### src/rtl/uncache_axi_bridge.sv
// Uncached single-beat AXI4 master bridge.
// Turns a held rd_req/wr_req level request into one AXI4 read or write
// transaction and reports completion with a one-cycle reload pulse.
// Optional build macro: UNCACHE_BRIDGE_ERR_EN. When it is defined, non-OKAY
// responses are recorded in a sticky bus_err flag and in err_addr.
module uncache_axi_bridge (
  input  logic        clk,
  input  logic        rst,
  // request side
  input  logic        rd_req,
  input  logic [31:0] rd_addr,
  input  logic        wr_req,
  input  logic [3:0]  wr_wstrb,
  input  logic [31:0] wr_addr,
  input  logic [31:0] wr_data,
  output logic        reload,
  output logic [31:0] rd_data,
  // AXI read address channel
  output logic [3:0]  arid,
  output logic [31:0] araddr,
  output logic [7:0]  arlen,
  output logic [2:0]  arsize,
  output logic [1:0]  arburst,
  output logic        arlock,
  output logic [3:0]  arcache,
  output logic [2:0]  arprot,
  output logic        arvalid,
  input  logic        arready,
  // AXI read data channel
  input  logic [31:0] rdata,
  input  logic [1:0]  rresp,
  input  logic        rlast,
  input  logic        rvalid,
  output logic        rready,
  // AXI write address channel
  output logic [3:0]  awid,
  output logic [31:0] awaddr,
  output logic [7:0]  awlen,
  output logic [2:0]  awsize,
  output logic [1:0]  awburst,
  output logic        awlock,
  output logic [3:0]  awcache,
  output logic [2:0]  awprot,
  output logic        awvalid,
  input  logic        awready,
  // AXI write data channel
  output logic [31:0] wdata,
  output logic [3:0]  wstrb,
  output logic        wlast,
  output logic        wvalid,
  input  logic        wready,
  // AXI write response channel
  input  logic [1:0]  bresp,
  input  logic        bvalid,
  output logic        bready,
  // error reporting
  output logic        bus_err,
  output logic [31:0] err_addr
);

  typedef enum logic [5:0] {
    IDLE  = 6'b000001,
    RD_A  = 6'b000010,
    RD_D  = 6'b000100,
    WR_AW = 6'b001000,
    WR_B  = 6'b010000,
    DONE  = 6'b100000
  } state_t;

  state_t      state_q, state_d;
  logic [31:0] araddr_q, araddr_d;
  logic        arvalid_q, arvalid_d;
  logic        rready_q, rready_d;
  logic [31:0] awaddr_q, awaddr_d;
  logic [31:0] wdata_q, wdata_d;
  logic [3:0]  wstrb_q, wstrb_d;
  logic        awvalid_q, awvalid_d;
  logic        wvalid_q, wvalid_d;
  logic        bready_q, bready_d;
  logic        aw_done_q, aw_done_d;
  logic        w_done_q, w_done_d;
  logic        reload_q, reload_d;
  logic [31:0] rd_data_q, rd_data_d;

  logic aw_hs, w_hs, rd_fin, wr_fin;

  // Channel handshakes and the two completing handshakes of a transaction
  assign aw_hs  = awvalid_q & awready;
  assign w_hs   = wvalid_q & wready;
  assign rd_fin = (state_q == RD_D) & rvalid & rready_q;
  assign wr_fin = (state_q == WR_B) & bvalid & bready_q;

  // Single-beat, 32-bit, unprivileged, non-cacheable sideband
  assign arid    = 4'd0;
  assign arlen   = 8'd0;
  assign arsize  = 3'b010;
  assign arburst = 2'b01;
  assign arlock  = 1'b0;
  assign arcache = 4'd0;
  assign arprot  = 3'd0;
  assign awid    = 4'd0;
  assign awlen   = 8'd0;
  assign awsize  = 3'b010;
  assign awburst = 2'b01;
  assign awlock  = 1'b0;
  assign awcache = 4'd0;
  assign awprot  = 3'd0;
  assign wlast   = 1'b1;

  assign araddr  = araddr_q;
  assign arvalid = arvalid_q;
  assign rready  = rready_q;
  assign awaddr  = awaddr_q;
  assign awvalid = awvalid_q;
  assign wdata   = wdata_q;
  assign wstrb   = wstrb_q;
  assign wvalid  = wvalid_q;
  assign bready  = bready_q;
  assign reload  = reload_q;
  assign rd_data = rd_data_q;

  // Every transaction is a single beat, so rlast carries no information
  logic unused_rlast;
  assign unused_rlast = rlast;

  // Next-state and registered-output logic of the transaction FSM
  always_comb begin
    state_d   = state_q;
    araddr_d  = araddr_q;
    arvalid_d = arvalid_q;
    rready_d  = rready_q;
    awaddr_d  = awaddr_q;
    wdata_d   = wdata_q;
    wstrb_d   = wstrb_q;
    awvalid_d = awvalid_q;
    wvalid_d  = wvalid_q;
    bready_d  = bready_q;
    aw_done_d = aw_done_q;
    w_done_d  = w_done_q;
    reload_d  = 1'b0;
    rd_data_d = rd_data_q;
    unique case (state_q)
      IDLE: begin
        if (rd_req) begin
          araddr_d  = rd_addr;
          arvalid_d = 1'b1;
          state_d   = RD_A;
        end else if (wr_req) begin
          awaddr_d  = wr_addr;
          wdata_d   = wr_data;
          wstrb_d   = wr_wstrb;
          awvalid_d = 1'b1;
          wvalid_d  = 1'b1;
          aw_done_d = 1'b0;
          w_done_d  = 1'b0;
          state_d   = WR_AW;
        end
      end
      RD_A: begin
        if (arvalid_q && arready) begin
          arvalid_d = 1'b0;
          rready_d  = 1'b1;
          state_d   = RD_D;
        end
      end
      RD_D: begin
        if (rd_fin) begin
          rd_data_d = rdata;
          rready_d  = 1'b0;
          reload_d  = 1'b1;
          state_d   = DONE;
        end
      end
      WR_AW: begin
        // AW and W retire independently; either order or the same cycle
        if (aw_hs) begin
          awvalid_d = 1'b0;
          aw_done_d = 1'b1;
        end
        if (w_hs) begin
          wvalid_d = 1'b0;
          w_done_d = 1'b1;
        end
        if ((aw_done_q || aw_hs) && (w_done_q || w_hs)) begin
          aw_done_d = 1'b0;
          w_done_d  = 1'b0;
          bready_d  = 1'b1;
          state_d   = WR_B;
        end
      end
      WR_B: begin
        if (wr_fin) begin
          bready_d = 1'b0;
          reload_d = 1'b1;
          state_d  = DONE;
        end
      end
      DONE: begin
        // Requests are not looked at here, so a still-held request is not reissued
        state_d = IDLE;
      end
      default: begin
        arvalid_d = 1'b0;
        rready_d  = 1'b0;
        awvalid_d = 1'b0;
        wvalid_d  = 1'b0;
        bready_d  = 1'b0;
        state_d   = IDLE;
      end
    endcase
  end

  // FSM and datapath registers, asynchronously cleared
  always_ff @(posedge clk or posedge rst) begin
    if (rst) begin
      state_q   <= IDLE;
      araddr_q  <= '0;
      arvalid_q <= 1'b0;
      rready_q  <= 1'b0;
      awaddr_q  <= '0;
      wdata_q   <= '0;
      wstrb_q   <= '0;
      awvalid_q <= 1'b0;
      wvalid_q  <= 1'b0;
      bready_q  <= 1'b0;
      aw_done_q <= 1'b0;
      w_done_q  <= 1'b0;
      reload_q  <= 1'b0;
      rd_data_q <= '0;
    end else begin
      state_q   <= state_d;
      araddr_q  <= araddr_d;
      arvalid_q <= arvalid_d;
      rready_q  <= rready_d;
      awaddr_q  <= awaddr_d;
      wdata_q   <= wdata_d;
      wstrb_q   <= wstrb_d;
      awvalid_q <= awvalid_d;
      wvalid_q  <= wvalid_d;
      bready_q  <= bready_d;
      aw_done_q <= aw_done_d;
      w_done_q  <= w_done_d;
      reload_q  <= reload_d;
      rd_data_q <= rd_data_d;
    end
  end

`ifdef UNCACHE_BRIDGE_ERR_EN
  logic        bus_err_q, bus_err_d;
  logic [31:0] err_addr_q, err_addr_d;

  // Sticky error flag; only the first failing access records its address
  always_comb begin
    bus_err_d  = bus_err_q;
    err_addr_d = err_addr_q;
    if (rd_fin && (rresp != 2'b00)) begin
      bus_err_d = 1'b1;
      if (!bus_err_q) err_addr_d = araddr_q;
    end
    if (wr_fin && (bresp != 2'b00)) begin
      bus_err_d = 1'b1;
      if (!bus_err_q) err_addr_d = awaddr_q;
    end
  end

  // Error registers, cleared only by reset
  always_ff @(posedge clk or posedge rst) begin
    if (rst) begin
      bus_err_q  <= 1'b0;
      err_addr_q <= '0;
    end else begin
      bus_err_q  <= bus_err_d;
      err_addr_q <= err_addr_d;
    end
  end

  assign bus_err  = bus_err_q;
  assign err_addr = err_addr_q;
`else
  // Responses are not inspected in this build
  logic unused_resp;
  assign unused_resp = ^{rresp, bresp};
  assign bus_err     = 1'b0;
  assign err_addr    = 32'd0;
`endif

endmodule

### config.mk
export PLATFORM = sky130hd
export DESIGN_NAME = uncache_axi_bridge
export DESIGN_NICKNAME = d
export VERILOG_FILES = /design/src/rtl/uncache_axi_bridge.sv
export SDC_FILE = /design/constraint.sdc
export NUM_CORES = 1
export LEC_CHECK = 0
export ABC_AREA = 1
export ABC_CLOCK_PERIOD_IN_PS = 3800
export BUFFER_PORTS_ARGS = -buffer_cell sky130_fd_sc_hd__buf_2
export CORE_AREA = 2 2 144 146
export CTS_CLUSTER_DIAMETER = 100
export DETAILED_ROUTE_END_ITERATION = 8
export DIE_AREA = 0 0 146 148
export GPL_ROUTABILITY_DRIVEN = 1
export PLACE_DENSITY = 0.64
export SLEW_MARGIN = 20
export SYNTH_ARGS = -nofsm -noshare
export SYNTH_HDL_FRONTEND = slang
export SYNTH_SLANG_ARGS = --single-unit
### constraint.sdc
create_clock -name clk -period 3.8 [get_ports clk]
set_input_delay 0.19 -clock clk [delete_from_list [all_inputs] [get_ports clk]]
set_output_delay 0.19 -clock clk [all_outputs]
set_load 0.005 [all_outputs]
# ---- Yosys cells after proc, flatten, opt, wreduce, memory -nomap -nowiden
# Index checks and enable logic that the tools add are counted.
dict set report totals {
  register_bits 146
  input_bits 146
  word_cells 96
}
dict set report op_classes {
  n_eq_ne 18
  mux 33
  bitwise_logic 11
  reduce_logical 20
}
# op count
set op_table {}
lappend op_table {{6-bit 2-to-1 mux} 6}
lappend op_table {{6-bit one-hot mux with 5 select lines} 1}
lappend op_table {{1-bit 2-to-1 mux} 18}
lappend op_table {{2-bit != test, second input constant} 9}
lappend op_table {{4-bit AND reduction} 4}
lappend op_table {{4-bit OR reduction} 4}
lappend op_table {{1-bit one-hot mux with 3 select lines} 5}
lappend op_table {{3-bit AND reduction} 4}
lappend op_table {{3-bit != test, second input constant} 3}
lappend op_table {{1-bit bitwise AND} 6}
lappend op_table {{6-bit by 1-bit == test with 1-bit output, second input constant} 1}
lappend op_table {{6-bit by 2-bit == test with 1-bit output, second input constant} 1}
lappend op_table {{6-bit by 3-bit == test with 1-bit output, second input constant} 1}
lappend op_table {{6-bit by 4-bit == test with 1-bit output, second input constant} 1}
lappend op_table {{6-bit by 5-bit == test with 1-bit output, second input constant} 1}
lappend op_table {{6-bit == test, second input constant} 1}
lappend op_table {{1-bit one-hot mux with 2 select lines} 3}
lappend op_table {{1-bit NOT} 5}
lappend op_table {{5-bit AND reduction} 1}
lappend op_table {{2-bit AND reduction} 2}
lappend op_table {{1-bit logical AND} 2}
lappend op_table {{1-bit logical OR} 2}
lappend op_table {{2-bit nonzero test} 1}

# ---- Logic depth before layout (Yosys ltp)
# Gate-level depths: netlist of the first run.
dict set report depth {
  ltp_word 5
  mapped_depth 9
}

# ---- Least setup slack after synthesis of the first run
# No wires, ideal clock.
dict set report synth_path {
  kind {flip-flop to flip-flop}
  start {register state_q[5]}
  end {register rd_data_q[4] (netlist: rd_data[4])}
  arrival_ns 1.371
  required_ns 3.683
  setup_slack_ns 2.312
  path_stages_with_launch 9
  n_path_buf 3
  synth_period_minus_slack_ns 1.488
  path_cell_list {dfrtp_1 -> nor2_2 -> buf_6 -> nand3_2 -> or2_4 -> buf_6 -> buf_6 -> nand2_1 -> o21ai_2}
}
dict set report synth_between {
  elab_chain_len 4
}
# element line
set synth_rtl {}
lappend synth_rtl {{start, declared} 70} ;# state_t state_q, state_d;
lappend synth_rtl {{start signal, assigned} 231} ;# state_q <= state_d;
lappend synth_rtl {{6-bit by 3-bit == test with 1-bit output *} {90, 142}}
lappend synth_rtl {{1-bit bitwise AND (2 in series)} 90} ;# assign rd_fin = (state_q == RD_D) & rvalid & rready_q;
lappend synth_rtl {{2-bit AND reduction (no source line) *} --}
lappend synth_rtl {{end signal, assigned} 244} ;# rd_data_q <= rd_data_d;
lappend synth_rtl {{end, declared} 83} ;# logic [31:0] rd_data_q, rd_data_d;
# Mark *: on every way between the ends. The rest lies on a longest branch, timed or not.
# A chain may end at the register's enable or synchronous reset.

# ---- Final worst setup path of the first run
dict set report layout_path {
  start {register state_q[5]}
  end {register wstrb_q[1] (netlist: wstrb[1])}
}
dict set report layout_between {
  elab_chain_len 2
}
# element line
set layout_rtl {}
lappend layout_rtl {{6-bit by 1-bit == test with 1-bit output} 142} ;# unique case (state_q)
lappend layout_rtl {{3-bit AND reduction (no source line)} --}
lappend layout_rtl {{end signal, assigned} 237} ;# wstrb_q <= wstrb_d;
lappend layout_rtl {{end, declared} 76} ;# logic [3:0] wstrb_q, wstrb_d;
# No other way between the ends.

==> impl_metrics.csv, run 1 <==
group,metric,value,unit
status,status,"finished, final reports clean",
global_routing,first_global_vias,5389,
synth,ys_types,22,
floorplanning,rows,52,
place,portBuffers,278,
timing,finalCriticalPeriod,2.652,ns
place,dp_cells,1293,
worst_setup_path,critical_path.max_fanout,72,
drt,met1_length,7064,µm
finish,drive_gt1_frac,0.2984,
power,totalPowerFinal,6.041,mW
finish,final_cell_mix,"278 x buf_2, 234 x nand2_1, 145 x dfrtp_1",
power,p_per_area,657.4,nW/µm²
drt,ant_nets,0,
timing,setup_ws,1.148,ns
timing,finalMaxSlewViolations,0,
synth,yosys_warnings,0,
worst_setup_path,crit_arrival,2.93,ns
finish,layout.nets,1260,
timing,slew_headroom,0.4820,
worst_setup_path,path_cells,"nor2_2, nand2_1, nor2_4, nand3_4, buf_4, nand2_1, o21ai_1",
clock_tree,cts_tree,"done",
drt,met2_length,8004,µm
floorplanning,start_util,0.3328,
timing,hold_viol_final,0,
place,dp_hpwl,11430,µm
power,leakage,5.428,nW
timing,worst_hold_slack,0.02164,ns
floorplanning,ioPinCount,368,
finish,finalNonFillerCells,1396,
worst_setup_path,crit_family,"simple AND/OR/NAND/NOR gates",
floorplanning,die_h,148,µm
place,gp_congestion,0.8065,
clock_tree,clk_latency,0.41,ns
drt,wl_met3,1183,µm
floorplanning,die_w,146,µm
synth,syn_area_per_cell,8.661,µm²
timing,rsz0062_at_grt,"false",
clock_tree,clkTransAtPathRegs,0.06,ns
global_routing,grt.total_usage,0.1510,
timing,skew,0.007920,ns
synth,netlist_area,6669,µm²
finish,utilization,0.4585,
clock_tree,cts_num_sinks,146,
drt,drtIter0Drc,207,
finish,n_antenna_cell,0,
synth,ys_ff_latch,146,
place,place_area,7939,µm²
clock_tree,cts_resized,0,
drt,wire_per_inst,11.78,µm
worst_setup_path,worstSetupEndpointType,"register",
synth,netlist_instances,770,
worst_setup_path,crit_top_cell,"nand2_1",
timing,finalCritPeriodShare,0.6979,
worst_setup_path,crit_slowest_cell,"buf_4",
worst_setup_path,worstPathBufferInverterCount,1,
clock_tree,htreeDepth,4,
floorplanning,coreArea,20040,µm²
timing,max_freq,377.1,MHz
timing,tightest_slew,0.7753,ns
finish,fin_area,9189,µm²
finish,nFillCells,2004,
global_routing,grt_pass1_wl,26600,µm
floorplanning,die-area,21610,µm²
clock_tree,cts_buffers,17,
finish,final_common_cell,"buf_2",
drt,drc,0,
finish,area_delta_synth_final,37.79,%
worst_setup_path,max_stage_delay,0.55,ns
place,pre_cts_ws,1.148,ns
timing,fin_tns_setup,0,ns
global_routing,gr-total-overflow,0,
drt,routed_via_density,3.983,
drt,routed_wl,16440,µm
hold_path,min_path_type,"in -> reg",
clock_tree,cts_buffer_depth,2,
worst_setup_path,startpoint_type,"register",
timing,setup_viol,0,
flow_run,maxCapViolations,0,
global_routing,grt_max_degree,73,
drt,vias,5560,
global_routing,antenna_found_initial,0,
worst_setup_path,crit_required,4.07,ns
synth,yosysSeqAreaShare,0.5480,
drt,topRoutingLayerUsed,"met4",
power,vdd_drop_max,0.3224,mV
clock_tree,cts_root_buf,"clkbuf_16",
drt,drt_first_pass_iters,4,
worst_setup_path,worstSetupPathType,"reg -> reg",
-- per-layer routing --
layer,up-vias,track usage
met2,220,0.2538
met5,-,0
met4,0,0.05049
li1,2852,-
met3,16,0.04043
met1,2472,0.1895
-- state kept, by name (all words and copies together), names as in the netlist --
signal and flops:
wdata 32, arvalid 1, reload 1, w_done_q 1
aw_done_q 1, bready 1, rready 1, rd_data 32
awvalid 1, state_q 6, wvalid 1, awaddr 32
araddr 32, wstrb 4
-- tightest hold or removal path, delay by kind of cell --
family                 cells  cell delay, ns
AO/OA/AOI/OAI              1            0.07
buffers and inverters      2            0.12
-- cells in the mapped netlist (all sizes together) --
cell,number,area share
dfstp,1,0.0039
nand3,16,0.014
or2,1,0.0013
nor2,19,0.014
nand4,6,0.0056
dfrtp,145,0.54
clkbuf,8,0.0047
o21ai,111,0.090
inv,120,0.068
nand2,234,0.13
o22ai,1,0.00094
buf,105,0.12
a21oi,1,0.00075
conb,2,0.0011
-- area by class of cell --
class / count / area (µm²) / area share
clock buffers: 19 / 442.9 / 0.04820
clock inverters: 12 / 86.33 / 0.009395
inverters: 120 / 454.2 / 0.04943
multi-input cells: 473 / 2043 / 0.2224
flip-flops and latches: 146 / 3655 / 0.3977
well taps: 270 / 337.8 / 0.03676
repair buffers: 356 / 2170 / 0.2361
-- power breakdown --
group,internal [mW],total (mW),switching (mW)
clock network,0.850,1.51,0.663
logic,0.889,2.05,1.16
registers,2.16,2.48,0.315
total,3.90,6.04,2.14
-- worst paths after layout --
kind / end / start / cells past startpoint / slack [ns]
worst min register to register: araddr[6] / araddr[6] / 2 / 0.47
worst max register to register: wstrb[1] / state_q[5] / 7 / 1.15
worst min-delay path: awaddr[24] / wr_addr[24] / 3 / 0.02
min in group asynchronous: rd_data[2] / rst / 3 / 0.46
worst max-delay path: wstrb[1] / state_q[5] / 7 / 1.15
max in group asynchronous: awaddr[12] / rst / 4 / 2.46
-- timing repair --
action / 4_1_cts / 5_1_grt
setup buffers: 0 / 0
hold buffers: 72 / 0
endpoints found under the hold margin: 102 / 0
-- cells by family after synthesis --
kind of cell,share of synthesized area
other,0.001126
AOI/OAI and AO/OA,0.09174
and+or+nand+nor,0.1662
DFF,0.5480
buffers and inverters,0.1929
Note: power is estimated with default switching activity, not from simulation.
==> run 2: changes to the inputs <==
ABC_CLOCK_PERIOD_IN_PS = 2320   (was 3800)
clock period = 2.32 ns   (was 3.8 ns; I/O delays follow)
==> run 2 against run 1 <==
  * Clock power rose by 85%
  * Total power is 71% higher
  * Cell count is 4.5% higher
  * Non-clock buffer count is 62 higher
  * Critical path type unchanged
==> impl_metrics.csv, run 2 (synthesis results as in run 1) <==
group,metric,value,unit
floorplanning,rows,52,
power,power_switching_share,0.3443,
place,gp_congestion,0.7855,
timing,finalMaxSlewViolations,0,
drt,drt_first_pass_iters,4,
power,power_frac_seq,0.393,
clock_tree,clk_latency,0.41,ns
worst_setup_path,worstSetupPathType,"reg -> reg",
timing,rsz0062_at_grt,"false",
worst_setup_path,startpoint_type,"register",
status,status,"finished, final reports clean",
drt,routed_wl,17630,µm
floorplanning,die_w,146,µm
floorplanning,die-area,21610,µm²
power,totalPowerFinal,10.32,mW
worst_setup_path,crit_arrival,2.32,ns
clock_tree,cts_num_sinks,146,
place,portBuffers,278,
drt,met1_length,7378,µm
place,pre_cts_ws,0.3050,ns
drt,wire_per_inst,12.09,µm
flow_run,maxCapViolations,0,
drt,topRoutingLayerUsed,"met4",
global_routing,grt_pass1_wl,28350,µm
drt,wl_met3,1252,µm
global_routing,grt_max_degree,147,
timing,fin_tns_setup,0,ns
worst_setup_path,worstSetupEndpointType,"register",
timing,finalCritPeriodShare,0.8905,
timing,setup_ws,0.2541,ns
clock_tree,cts_buffer_depth,2,
finish,final_common_cell,"buf_2",
worst_setup_path,critical_path.max_fanout,75,
timing,skew,0.008048,ns
power,vdd_drop_max,0.4973,mV
power,clock_power_share,0.270,
timing,worst_hold_slack,0.05334,ns
clock_tree,clkTransAtPathRegs,0.06,ns
clock_tree,cts_tree,"done",
drt,drtIter0Drc,262,
drt,routed_via_density,4.045,
hold_path,min_path_type,"in -> reg",
global_routing,antenna_found_initial,0,
place,dp_hpwl,11160,µm
drt,vias,5901,
clock_tree,htreeDepth,4,
global_routing,first_global_vias,5832,
timing,slew_headroom,0.4825,
finish,n_antenna_cell,0,
power,internal-power,6.767,mW
floorplanning,coreArea,20040,µm²
timing,hold_viol_final,0,
floorplanning,start_util,0.3328,
timing,finalCriticalPeriod,2.066,ns
finish,drive_gt1_frac,0.2817,
floorplanning,ioPinCount,368,
global_routing,gr-total-overflow,0,
finish,layout.nets,1322,
finish,area_delta_synth_final,48.07,%
drt,drc,0,
global_routing,grt.total_usage,0.1608,
power,power_frac_comb,0.337,
floorplanning,die_h,148,µm
drt,met2_length,8780,µm
drt,ant_nets,0,
timing,setup_viol,0,
timing,tightest_slew,0.7763,ns
clock_tree,cts_root_buf,"clkbuf_16",
power,p_per_area,1045,nW/µm²
finish,final_cell_mix,"278 x buf_2, 234 x nand2_1, 145 x dfrtp_1",
power,p_sw,3.553,mW
clock_tree,cts_buffers,17,
timing,max_freq,484.1,MHz
power,leakage,5.714,nW
worst_setup_path,crit_required,2.57,ns
clock_tree,post_cts_buffers,0,
==> run 2: cell count changes in the layout (fill, tap and decap cells not counted), sizes merged <==
cell / previous run / this run
bufinv: 0 / 3
dlygate4sd3: 72 / 135
buf: 284 / 283
clkinv: 7 / 4
inv: 121 / 122
==> run 2: power groups by stage <==
stage,Combinational [mW],Clock (mW),Sequential [mW]
finish,3.48,2.79,4.05
global route,3.99,3.00,4.19
CTS,3.51,2.88,4.05
detailed placement,3.33,0,4.07
global placement,3.25,0,4.06
floorplan,1.85,0,4.17
==> run 2: final timing paths <==
check	slack [ns]	from	endpoint	depth (start not counted)
max in group asynchronous	1.26	rst	araddr[15]	4
hold / removal	0.05	arready	state_q[1]	4
min in group asynchronous	0.50	rst	rd_data[8]	4
setup / recovery	0.25	state_q[5]	wdata[29]	7
hold reg to reg	0.47	araddr[6]	araddr[6]	2
setup reg to reg	0.25	state_q[5]	wdata[29]	7
==> run 2: area by class of cell <==
| type | count | area [µm²] |
|---|---|---|
| Multi-Input combinational cell | 473 | 2043 |
| Sequential cell | 146 | 3655 |
| Timing Repair Buffer | 418 | 2793 |
| Inverter | 120 | 454.2 |
| Fill cell | 1832 | 10160 |
| Clock inverter | 13 | 158.9 |
| Tap cell | 270 | 337.8 |
| Clock buffer | 19 | 432.9 |
==> run 2: what timing repair did <==
item | 4_1_cts | 5_1_grt
hold endpoints to repair | 179 | 0
hold buffers | 135 | 0
resized for setup | 0 | 0
==> run 2: per-layer routing <==
metal	track usage	up-vias
met5	0	-
met1	0.1905	2673
met3	0.04753	17
li1	-	2983
met2	0.2818	228
met4	0.05097	0
==> run 2: worst max-delay path: stages (launching register included) <==
cell,delay (ns)
dfrtp_1,0.41
nor2_2,0.41
nand2_1,0.17
nor2_4,0.19
nand3_4,0.08
buf_4,0.32
nand2_1,0.16
o21ai_0,0.11
==> run 2: metrics by stage <==
| step | std cells | area, µm² | util |
|---|---|---|---|
| 6_report | 1459 | 9874 | 0.4928 |
| 3_3_place_gp | 1292 | 7931 | 0.3958 |
| 2_1_floorplan | 852 | 6980 | - |
| 4_1_cts | 1459 | 9874 | 0.4928 |
| 3_5_place_dp | 1292 | 7931 | 0.3958 |
| 5_1_grt | 1459 | 9874 | 0.4928 |
